[config.mk]
export PLATFORM = sky130hd
export DESIGN_NAME = sar_search
export DESIGN_NICKNAME = d
export VERILOG_FILES = /design/src/rtl/sar_search_pkg.sv /design/src/rtl/sar_search.sv
export SDC_FILE = /design/constraint.sdc
export NUM_CORES = 1
export LEC_CHECK = 0
export CORE_MARGIN = 2
export CORE_UTILIZATION = 30
export DETAILED_ROUTE_END_ITERATION = 8
export DONT_BUFFER_PORTS = 1
export GPL_ROUTABILITY_DRIVEN = 0
export GPL_TIMING_DRIVEN = 0
export SKIP_LAST_GASP = 1
export SYNTH_ARGS = -nofsm -noshare
export SYNTH_HDL_FRONTEND = slang
export SYNTH_SLANG_ARGS = --single-unit
[constraint.sdc]
create_clock -name clk -period 6.2 [get_ports clk]
set_input_delay 0.62 -clock clk [delete_from_list [all_inputs] [get_ports clk]]
set_output_delay 0.62 -clock clk [all_outputs]
set_load 0.03 [all_outputs]
[src/rtl/sar_search_pkg.sv]
// Shared definitions for the SAR operand driver and the magnitude comparator it talks to.
// Relation codes are common to both sides of the compare protocol.
package sar_search_pkg;

  localparam logic [1:0] CMP_EQ  = 2'b11;
  localparam logic [1:0] CMP_GT  = 2'b10;
  localparam logic [1:0] CMP_LT  = 2'b01;
  localparam logic [1:0] CMP_BAD = 2'b00;

  typedef enum logic [1:0] {
    IDLE  = 2'd0,
    PROBE = 2'd1,
    DONE  = 2'd2
  } state_t;

endpackage

[src/rtl/sar_search.sv]
// Binary-search initiator: drives guesses onto comparator A and narrows [lo,hi]
// from the relation code until A==B, reporting the result and probe count.
module sar_search
  import sar_search_pkg::*;
#(
  parameter int WIDTH   = 4,
  parameter int CMP_LAT = 0
) (
  input  logic                        clk,
  input  logic                        rst,
  input  logic                        start,
  input  logic [1:0]                  cmp_res,
  output logic [WIDTH-1:0]            guess,
  output logic                        busy,
  output logic                        done,
  output logic [WIDTH-1:0]            found,
  output logic [$clog2(WIDTH+2)-1:0]  probes,
  output logic                        err
);

  localparam int PW = $clog2(WIDTH+2);
  localparam int CW = (CMP_LAT > 0) ? $clog2(CMP_LAT+1) : 1;
  localparam logic [CW-1:0]  WAIT_LOAD = CW'(CMP_LAT);
  localparam logic [WIDTH:0] LO_MIN    = {(WIDTH+1){1'b0}};
  localparam logic [WIDTH:0] HI_MAX    = {1'b0, {WIDTH{1'b1}}};

  state_t           state_r;
  logic [WIDTH:0]   lo_r;
  logic [WIDTH:0]   hi_r;
  logic [CW-1:0]    wait_r;

  logic [WIDTH:0]   guess_ext_s;
  logic [WIDTH:0]   hi_gt_s;
  logic [WIDTH:0]   lo_lt_s;
  logic             cross_gt_s;
  logic             cross_lt_s;

  function automatic logic [WIDTH-1:0] midpoint(input logic [WIDTH:0] l, input logic [WIDTH:0] h);
    return WIDTH'((l + h) >> 1);
  endfunction

  // Candidate bounds after a GT/LT answer. Since lo<=guess<=hi always holds,
  // the bounds only cross when the responder contradicts an edge of the range.
  always_comb begin
    guess_ext_s = {1'b0, guess};
    hi_gt_s     = guess_ext_s - (WIDTH+1)'(1);
    lo_lt_s     = guess_ext_s + (WIDTH+1)'(1);
    cross_gt_s  = (guess_ext_s <= lo_r);
    cross_lt_s  = (guess_ext_s >= hi_r);
  end

  // Search FSM with registered outputs.
  always_ff @(posedge clk or posedge rst) begin
    if (rst) begin
      state_r <= IDLE;
      guess   <= {WIDTH{1'b0}};
      busy    <= 1'b0;
      done    <= 1'b0;
      found   <= {WIDTH{1'b0}};
      probes  <= {PW{1'b0}};
      err     <= 1'b0;
      lo_r    <= LO_MIN;
      hi_r    <= HI_MAX;
      wait_r  <= {CW{1'b0}};
    end else begin
      case (state_r)
        IDLE: begin
          done <= 1'b0;
          busy <= 1'b0;
          if (start) begin
            lo_r    <= LO_MIN;
            hi_r    <= HI_MAX;
            err     <= 1'b0;
            probes  <= {PW{1'b0}};
            found   <= {WIDTH{1'b0}};
            guess   <= midpoint(LO_MIN, HI_MAX);
            wait_r  <= WAIT_LOAD;
            busy    <= 1'b1;
            state_r <= PROBE;
          end else begin
            state_r <= IDLE;
          end
        end
        PROBE: begin
          done <= 1'b0;
          if (wait_r != {CW{1'b0}}) begin
            wait_r <= wait_r - CW'(1);
          end else begin
            probes <= probes + PW'(1);
            case (cmp_res)
              CMP_EQ: begin
                found   <= guess;
                done    <= 1'b1;
                busy    <= 1'b0;
                state_r <= DONE;
              end
              CMP_GT: begin
                if (cross_gt_s) begin
                  err     <= 1'b1;
                  busy    <= 1'b0;
                  state_r <= IDLE;
                end else begin
                  hi_r   <= hi_gt_s;
                  guess  <= midpoint(lo_r, hi_gt_s);
                  wait_r <= WAIT_LOAD;
                end
              end
              CMP_LT: begin
                if (cross_lt_s) begin
                  err     <= 1'b1;
                  busy    <= 1'b0;
                  state_r <= IDLE;
                end else begin
                  lo_r   <= lo_lt_s;
                  guess  <= midpoint(lo_lt_s, hi_r);
                  wait_r <= WAIT_LOAD;
                end
              end
              default: begin
                err     <= 1'b1;
                busy    <= 1'b0;
                state_r <= IDLE;
              end
            endcase
          end
        end
        DONE: begin
          done    <= 1'b0;
          busy    <= 1'b0;
          state_r <= IDLE;
        end
        default: begin
          done    <= 1'b0;
          busy    <= 1'b0;
          state_r <= IDLE;
        end
      endcase
    end
  end

endmodule

==> results_dict.tcl <==
set metrics [dict create \
    outcome "completed" \
    layout_commonest_cell "dfrtp_1" \
    finalSetupViolCount 0 \
    crit_path_end_kind "flop" \
    antenna_found_initial 0 \
    drc 0 \
    cts_made_buffers 3 \
    fp.dieW_um 79.6 \
    clockRootBuffer "clkbuf_8" \
    cts_sinks 25 \
    io_buffer_count 0 \
    cts_resized 0 \
    cp-start-kind "flop" \
    grt_pass1_wl_um 6130 \
    num_rows 27 \
    viasPerCell 4.74 \
    yosys_warnings 0 \
    finalWirelength_um 3420 \
    min_period_ns 2.77 \
    crit_start "guess[0]" \
    setup_tns_ns 0 \
    routed-via-count 1142 \
    core-area_sq_mm 0.00551 \
    syn-instance-count 165 \
    worst_slew_pin_slew_ns 0.987 \
    slew_headroom_pct 34.2 \
    hold_viol 0 \
    r2r-start "guess[0]" \
    ctsHoldBuffers 0 \
    reg2reg_depth 9 \
    postCtsSetupBuffers 0 \
    area_growth_pct 7.88 \
    period_share_pct 44.7 \
    drv_slew 0 \
    max_freq_mhz 361 \
    critPathRequiredTime_ns 6.39 \
    synth_top_area_share_pct 30.6 \
    drt-initial-drc-count 91 \
    syn_area_per_cell_sq_um 10.4 \
    ant_nets 0 \
    die_h_um 79.6 \
    fin_skew_ns 0.00556 \
    drv_cap 0 \
    worstReg2RegEnd "guess[3]" \
    critPathArrivalTime_ns 2.97 \
    dr.pass1.iters 4 \
    grt_pass1_vias 1203 \
    r2r_slack_ns 3.43 \
    synth_cell_type_count 39 \
    async_reset_ff_share_pct 100 \
    rsz0062_at_grt "false" \
    gr-total-overflow 0 \
    clk_pin_slew_ns 0.09 \
    grt_max_degree 26 \
    clk_latency_ns 0.27 \
    yosysTopAreaCell "dfrtp_1" \
    syn-num-nets 191 \
    synth-seq-cells 25 \
    leakagePower_nw 0.919 \
    start_util_pct 31.2 \
    hold_path.class "in -> async" \
    diodes 0 \
    dieArea_sq_mm 0.00634 \
    wl_per_cell_um 14.2 \
    cts_tree "yes" \
    drive_gt1_share_pct 13.6 \
    nets 196 \
    ys_seq_area_share_pct 36.8 \
    dp_hpwl_um 2670 \
    track_usage_pct 12.6 \
    clockBufferDepth 2 \
    syn_area_sq_mm 0.00172 \
    synthTopCellsByArea "dfrtp_1, ha_1, dfstp_2" \
    synthFlopType "dfrtp_1" \
    synth-edff-count 0 \
    power_density_mw_per_mm2 435 \
    crit_fanout 7 \
    final_cell_mix "dfrtp_1, nand2_1, ha_1" \
    holdWs_ns 0.462 \
    htree_levels 1 \
    critPathKind "reg -> reg" \
    io_pins 19 \
    vdd_drop_max_mv 0.205 \
]
metal layers:
layer	track usage, %	vias to the layer above	routed length (um)
li1	-	569	-
met1	18.5	544	1630
met2	19.2	25	1560
met3	2.38	4	193
met4	3.10	0	37
met5	0	-	0
registers in the layout (all words and copies together) (netlist names):
signal and flops:
hi_r 5, lo_r 5, found 4, guess 4
probes 3, state_r 2, done 1, err 1
kinds of logic (layout without fill, tap and decap cells):
group / after synthesis / in the layout / share of synthesized area (%)
AO/OA/AOI/OAI: 25 / 25 / 10.3
flip-flops: 25 / 25 / 36.8
XOR/XNOR: 12 / 12 / 6.13
buffers and inverters: 18 / 22 / 4.89
adder cells (fa/ha/maj): 21 / 21 / 16.2
multiplexers: 18 / 18 / 12.0
AND/OR/NAND/NOR: 46 / 46 / 13.8
cells in the mapped netlist (3+ instances only):
cell type and count:
xor2_1 5, ha_1 19, inv_1 12, a21o_1 5, o21ai_0 5, nand2_1 20
nor2_1 13, mux2_4 4, dfstp_2 4, dfrtp_1 21, mux2i_1 10, a21oi_1 4
xnor2_1 7, clkbuf_1 3
critical path, cell delays in order, from the launching register on:
cell and delay, ns:
dfrtp_1 0.64, inv_1 0.27, ha_1 0.46, inv_1 0.11
fa_1 0.44, a21o_1 0.20, a21oi_1 0.20, xnor2_1 0.14
mux2i_1 0.09, mux2i_1 0.14
worst max-delay path by stage:
stage                    end  slack (ns)
floorplan           guess[3]        3.79
global placement    guess[3]        3.47
detailed placement  guess[3]        3.41
CTS                 guess[3]        3.39
global route        guess[3]        3.26
finish              guess[3]        3.43
cell type report:
type / instances / area (sq um)
multi-input cells: 122 / 1000
clock buffers: 4 / 45.0
fillers: 570 / 3660
plain buffers: 6 / 38.8
inverters: 12 / 45.0
flip-flops and latches: 25 / 631
well taps: 72 / 90.1
through the flow:
stage                     area (sq um)  setup WS [ns]  utilization, %  power (mW)  cells
final                             1850           3.43            33.6       0.805    241
after global routing              1850           3.26            33.6       0.890    241
after CTS                         1850           3.39            33.6       0.818    241
after detailed placement          1810           3.41            32.8       0.716    237
after global placement            1810           3.47            32.8       0.708    237
after floorplan                   1720           3.79               -       0.632    165
power by group:
| group | internal, mW | switching (mW) | total [mW] |
|---|---|---|---|
| Clock | 0.0460 | 0.0541 | 0.100 |
| Combinational | 0.184 | 0.200 | 0.384 |
| Sequential | 0.214 | 0.107 | 0.321 |
| Total | 0.444 | 0.361 | 0.805 |
Note: power is estimated with default switching activity, not from simulation.
